### src/rtl/serial_bus_arbiter.sv
// Round-robin owner arbitration for the shared serial bus. Each grant covers one byte
// transaction. Owners are separated by a turnaround cycle, and watchdogs reclaim the bus from stalled owners.
module serial_bus_arbiter #(
  parameter int N_MASTERS     = 4,
  parameter int START_TIMEOUT = 16,
  parameter int TX_TIMEOUT    = 64
) (
  input  logic                         clk_i,
  input  logic                         rst_i,
  input  logic [N_MASTERS-1:0]         req_i,
  input  logic                         tx_start_i,
  input  logic                         tx_done_i,
  output logic [N_MASTERS-1:0]         grant_o,
  output logic [$clog2(N_MASTERS)-1:0] grant_id_o,
  output logic                         bus_idle_o,
  output logic                         timeout_err_o,
  output logic [$clog2(N_MASTERS)-1:0] err_id_o
);

  localparam int IDW = $clog2(N_MASTERS);
  localparam int TW  = $clog2(TX_TIMEOUT + 1);

  localparam logic [TW-1:0]        START_LAST = TW'(START_TIMEOUT - 1);
  localparam logic [TW-1:0]        TX_LAST    = TW'(TX_TIMEOUT - 1);
  localparam logic [IDW-1:0]       LAST_ID    = IDW'(N_MASTERS - 1);
  localparam logic [N_MASTERS-1:0] ONE_HOT0   = N_MASTERS'(1);

  typedef enum logic [1:0] {
    ST_IDLE,
    ST_GRANTED,
    ST_BUSY,
    ST_RELEASE
  } state_e;

  state_e               state_q;
  logic [N_MASTERS-1:0] grant_q;
  logic [IDW-1:0]       grant_id_q;
  logic                 bus_idle_q;
  logic                 timeout_err_q;
  logic [IDW-1:0]       err_id_q;
  logic [TW-1:0]        timer_q;

  logic                 pick_vld_d;
  logic [IDW-1:0]       pick_id_d;
  logic [N_MASTERS-1:0] pick_oh_d;
  logic [TW-1:0]        timer_d;

  // Position of master (base + offs) on the ring, wrapping at N_MASTERS rather than at 2**IDW.
  function automatic logic [IDW-1:0] wrap_idx(input logic [IDW-1:0] base, input int offs);
    return IDW'((int'(base) + offs) % N_MASTERS);
  endfunction

  // Walk the ring from the farthest candidate back to the nearest, so the nearest
  // requester after the last owner is the value that survives.
  always_comb begin
    // NOTE: every combinational output gets a default first so no path leaves it unassigned (no latch).
    pick_vld_d = 1'b0;
    pick_id_d  = grant_id_q;
    for (int i = N_MASTERS; i >= 1; i--) begin
      if (req_i[wrap_idx(grant_id_q, i)]) begin
        pick_vld_d = 1'b1;
        pick_id_d  = wrap_idx(grant_id_q, i);
      end
    end
  end

  assign pick_oh_d = ONE_HOT0 << pick_id_d;
  assign timer_d   = (timer_q == '1) ? timer_q : timer_q + 1'b1;

  always_ff @(posedge clk_i) begin
    // NOTE: state registers use non-blocking assignments so that every register samples pre-edge values.
    if (rst_i) begin
      state_q       <= ST_IDLE;
      grant_q       <= '0;
      grant_id_q    <= LAST_ID;
      bus_idle_q    <= 1'b1;
      timeout_err_q <= 1'b0;
      err_id_q      <= '0;
      timer_q       <= '0;
    end else begin
      timeout_err_q <= 1'b0;
      case (state_q)
        ST_IDLE: begin
          if (pick_vld_d) begin
            state_q    <= ST_GRANTED;
            grant_q    <= pick_oh_d;
            grant_id_q <= pick_id_d;
            bus_idle_q <= 1'b0;
            timer_q    <= '0;
          end
        end

        // A start handshake beats both an owner withdrawal and the watchdog.
        ST_GRANTED: begin
          if (tx_start_i) begin
            state_q <= ST_BUSY;
            timer_q <= '0;
          end else if (!req_i[grant_id_q]) begin
            state_q <= ST_RELEASE;
            grant_q <= '0;
            timer_q <= '0;
          end else if (timer_q == START_LAST) begin
            state_q       <= ST_RELEASE;
            grant_q       <= '0;
            timer_q       <= '0;
            timeout_err_q <= 1'b1;
            err_id_q      <= grant_id_q;
          end else begin
            timer_q <= timer_d;
          end
        end

        // Requests are ignored while busy. Only done or the watchdog ends the byte.
        ST_BUSY: begin
          if (tx_done_i) begin
            state_q <= ST_RELEASE;
            grant_q <= '0;
            timer_q <= '0;
          end else if (timer_q == TX_LAST) begin
            state_q       <= ST_RELEASE;
            grant_q       <= '0;
            timer_q       <= '0;
            timeout_err_q <= 1'b1;
            err_id_q      <= grant_id_q;
          end else begin
            timer_q <= timer_d;
          end
        end

        ST_RELEASE: begin
          state_q    <= ST_IDLE;
          bus_idle_q <= 1'b1;
          timer_q    <= '0;
        end

        default: begin
          state_q    <= ST_IDLE;
          grant_q    <= '0;
          bus_idle_q <= 1'b1;
          timer_q    <= '0;
        end
      endcase
    end
  end

  assign grant_o       = grant_q;
  assign grant_id_o    = grant_id_q;
  assign bus_idle_o    = bus_idle_q;
  assign timeout_err_o = timeout_err_q;
  assign err_id_o      = err_id_q;

  a_grant_onehot0 : assert property (@(posedge clk_i) disable iff (rst_i) $onehot0(grant_q));
  a_grant_owner   : assert property (@(posedge clk_i) disable iff (rst_i)
                      (grant_q != '0) == (state_q == ST_GRANTED || state_q == ST_BUSY));
  a_idle_no_grant : assert property (@(posedge clk_i) disable iff (rst_i)
                      bus_idle_q |-> (grant_q == '0));

endmodule

### config.mk
export PLATFORM = sky130hd
export DESIGN_NAME = serial_bus_arbiter
export DESIGN_NICKNAME = d
export VERILOG_FILES = /design/src/rtl/serial_bus_arbiter.sv
export SDC_FILE = /design/constraint.sdc
export NUM_CORES = 1
export LEC_CHECK = 0
export ABC_CLOCK_PERIOD_IN_PS = 2050
export CORE_AREA = 3 3 50 61
export CTS_BUF_LIST = sky130_fd_sc_hd__clkbuf_8
export DETAILED_ROUTE_END_ITERATION = 12
export DIE_AREA = 0 0 53 64
export GPL_ROUTABILITY_DRIVEN = 0
export PLACE_DENSITY = 0.78
export SETUP_SLACK_MARGIN = 0.15
export SLEW_MARGIN = 15
export SYNTH_ARGS = -nofsm -noshare
export SYNTH_HDL_FRONTEND = slang
export SYNTH_SLANG_ARGS = --single-unit
### constraint.sdc
create_clock -name clk_i -period 2.05 [get_ports clk_i]
set_input_delay 0.41 -clock clk_i [delete_from_list [all_inputs] [get_ports clk_i]]
set_output_delay 0.41 -clock clk_i [all_outputs]
set_load 0.02 [all_outputs]
==> impl_results.md <==
* Status: completed
* Async set or reset register ratio after synthesis at 0%
* TritonCTS Buffers at 3
* Placed cells at 203
* Chip width at 53 um
* Pwr Density at 1180 nW/um^2
* Crit path to: timer_q[3]
* Fin nets at 191
* Worst skew pair latency at 0.26 ns
* Ys flop type: dfxtp_1
* Synthesized instance count at 141
* Initial antenna violation count at 0
* Worst setup path start: timer_q[1]
* Initial DRC count at 20
* EDFF count, synth at 0
* Vias in the first global route at 1214
* Final core occ at 67.87%
* First-pass GRT wire length at 5.037 mm
* Crit end category: register
* Commonest cells post-synth: dfxtp_1 (19), nand2b_1 (17), nor2_1 (12), a21oi_1 (9), mux2i_1 (9)
* RSZ-0062 raised after global routing: yes
* Die height at 64 um
* Pins Over Slew Limit at 0
* Sequential share of power at 28.1%
* Clock skew at 0.002211 ns
* Count leader, synth: dfxtp_1
* Hpwl dp at 2.211 mm
* Clock root buffer: clkbuf_8
* Leakage at 0.7203 nW
* Vias at 1186
* Fmax achieved at 0.5230 GHz
* Worst setup SP type: register
* R2R Setup Slk at 0.14 ns
* CTS tree: done
* Dominant cell type by area after synthesis: dfxtp_1
* Final Cell Area at 1715 um^2
* Clk network pwr share at 13.1%
* Clock sinks at 19
* Die area at 3392 um^2
* Via-to-Cell Ratio at 5.648
* GRT Total Usage at 19.51%
* Tmin final at 1.912 ns
* I/O Pins at 18
* Setup CP Type: register to register
* WL per Instance at 14.54 um
* Final antenna diode count at 0
* Final hold slack at 0.4799 ns
* Placed cell area at 1562 um^2
* Count of cell types in the netlist at 46
* Tightest Hold Check Type: register to register
* CTS H-Tree Depth at 1
* Max Cap Viol at 0
* Post-detailed-routing wire length at 3.054 mm
* Switch Pwr at 0.8161 mW
* Reg2Reg Capture Point: timer_q[3]
* Net Count, Synth at 154
* Crit path DAT at 2.06 ns
* Worst flop-to-flop path startpoint: timer_q[1]
* Register area share after synthesis at 30.52%
* Layout area overhead at 37.65%
* Initial Util at 49.31%
* Antenna viol nets, final at 0
* Comb pwr share at 58.8%
* DRC viols at 0
* Synth Area per Inst at 8.838 um^2
* Design Power at 2.024 mW
* Post-Layout Cell Count at 210
* Pint at 1.208 mW
* Synth top area share at 30.52%
* Total gr overflow at 0
* Fin. Hold Viols at 0
* Largest net degree at the start of global routing at 20
* Mapped cell area at 1246 um^2
* Actual slew at the worst max-slew pin at 0.3805 ns
* Period utilisation layout at 93.27%
* IO buf count at 17
* Layout cells sized above 1 at 29.38%
* Critical Path RT at 2.20 ns
* VDD IR max at 0.001158 V
* Row cnt at 20
* Top post-synthesis cells by area: dfxtp_1 (31%), nand2b_1 (8.5%), mux2i_1 (7.2%)
* CTS clk-pin slew, worst paths at 0.07 ns
* Core area at 2527 um^2
* Cts hold-fix bufs at 0
* Pre-antenna DRT Iters at 4
* Yosys warns at 0
* Clock buffer depth at 2
* Reg2reg path depth at 6
* Slew headroom at 74.63%
* CP Max Fanout at 5
* Final setup viols at 0
* #FFs+latches synth at 19
* Switch share at 40.32%
==> timing repair <==
item | CTS | global route
endpoints found under the setup margin | 13 | 16
pin swaps | 0 | 4
hold endpoints to repair | 0 | 0
gates resized for setup | 9 | 15
setup buffers | 0 | 3
==> power by group through the flow <==
| stage | sequential, mW | combinational, mW | clock [mW] |
|---|---|---|---|
| CTS | 0.561 | 1.15 | 0.276 |
| global route | 0.581 | 1.29 | 0.291 |
| global placement | 0.554 | 1.10 | 0 |
| detailed placement | 0.561 | 1.13 | 0 |
| finish | 0.570 | 1.19 | 0.265 |
| floorplan | 0.591 | 0.667 | 0 |
==> state kept, by name, indices dropped and copies added (netlist names) <==
name,cells
timer_q,7
grant_o,4
err_id_o,2
grant_id_o,2
state_q,2
bus_idle_o,1
timeout_err_o,1
==> layout by cell type (no fill, tap or decap), types with 3 or more instances in the layout <==
| cell | instances |
|---|---|
| nand2_1 | 7 |
| nor2b_1 | 3 |
| ha_1 | 3 |
| dfxtp_2 | 3 |
| buf_4 | 19 |
| mux2i_1 | 7 |
| a21o_1 | 3 |
| dlymetal6s2s_1 | 3 |
| nand3_1 | 4 |
| nand2b_1 | 17 |
| nand3b_1 | 3 |
| dfxtp_1 | 14 |
| o21ai_0 | 5 |
| clkdlybuf4s50_1 | 14 |
| inv_1 | 3 |
| a21oi_1 | 8 |
| clkbuf_8 | 3 |
| nor2_1 | 12 |
==> through the flow <==
stage / worst slack, ns / setup TNS (ns)
2_1_floorplan: 0.1688 / 0
3_3_place_gp: -0.09047 / -0.8419
3_5_place_dp: -0.1680 / -1.303
4_1_cts: 0.1377 / 0
5_1_grt: 0.05700 / 0
6_report: 0.1380 / 0
==> final cells by class <==
class | instances | area, um^2
Clock buffer | 3 | 41.29
Timing Repair Buffer | 36 | 320.3
Inverter | 4 | 15.01
Tap cell | 33 | 41.29
Fill cell | 196 | 812.0
Clock inverter | 1 | 5.005
Sequential cell | 19 | 391.6
Multi-Input combinational cell | 114 | 900.9
==> worst min-delay path by stage <==
stage                      from  slack (ns)  cells after the start           to
floorplan            timer_q[6]        0.46                      1   timer_q[6]
global placement     grant_o[1]        0.46                      2   grant_o[1]
detailed placement   grant_o[2]        0.46                      2   grant_o[2]
CTS                  grant_o[2]        0.48                      2   grant_o[2]
global route        err_id_o[1]        0.51                      2  err_id_o[1]
finish              err_id_o[1]        0.48                      2  err_id_o[1]
==> cell families after synthesis <==
logic type	synth area share (%)
buffers and inverters	2.509
multiplexers	7.229
AND/OR/NAND/NOR	30.22
adder cells (fa/ha/maj)	5.020
AO/OA/AOI/OAI	24.50
flip-flops	30.52
==> critical path, cell delays in order (launching register included) <==
cell      delay, ns
dfxtp_4        0.36
ha_4           0.17
nand4b_4       0.12
or3_4          0.42
a21oi_1        0.26
nor2_1         0.12
a221o_2        0.36
==> layer usage <==
metal | wire length [um] | vias to the layer above | part of all wire [%] | track usage [%]
met5 | 0 | - | 0 | 0
met4 | 53 | 0 | 1.7 | 10.54
met1 | 1271 | 570 | 42 | 22.24
li1 | - | 595 | - | -
met3 | 66 | 4 | 2.2 | 2.331
met2 | 1662 | 17 | 54 | 34.01
(Power assumes the default switching activity.)
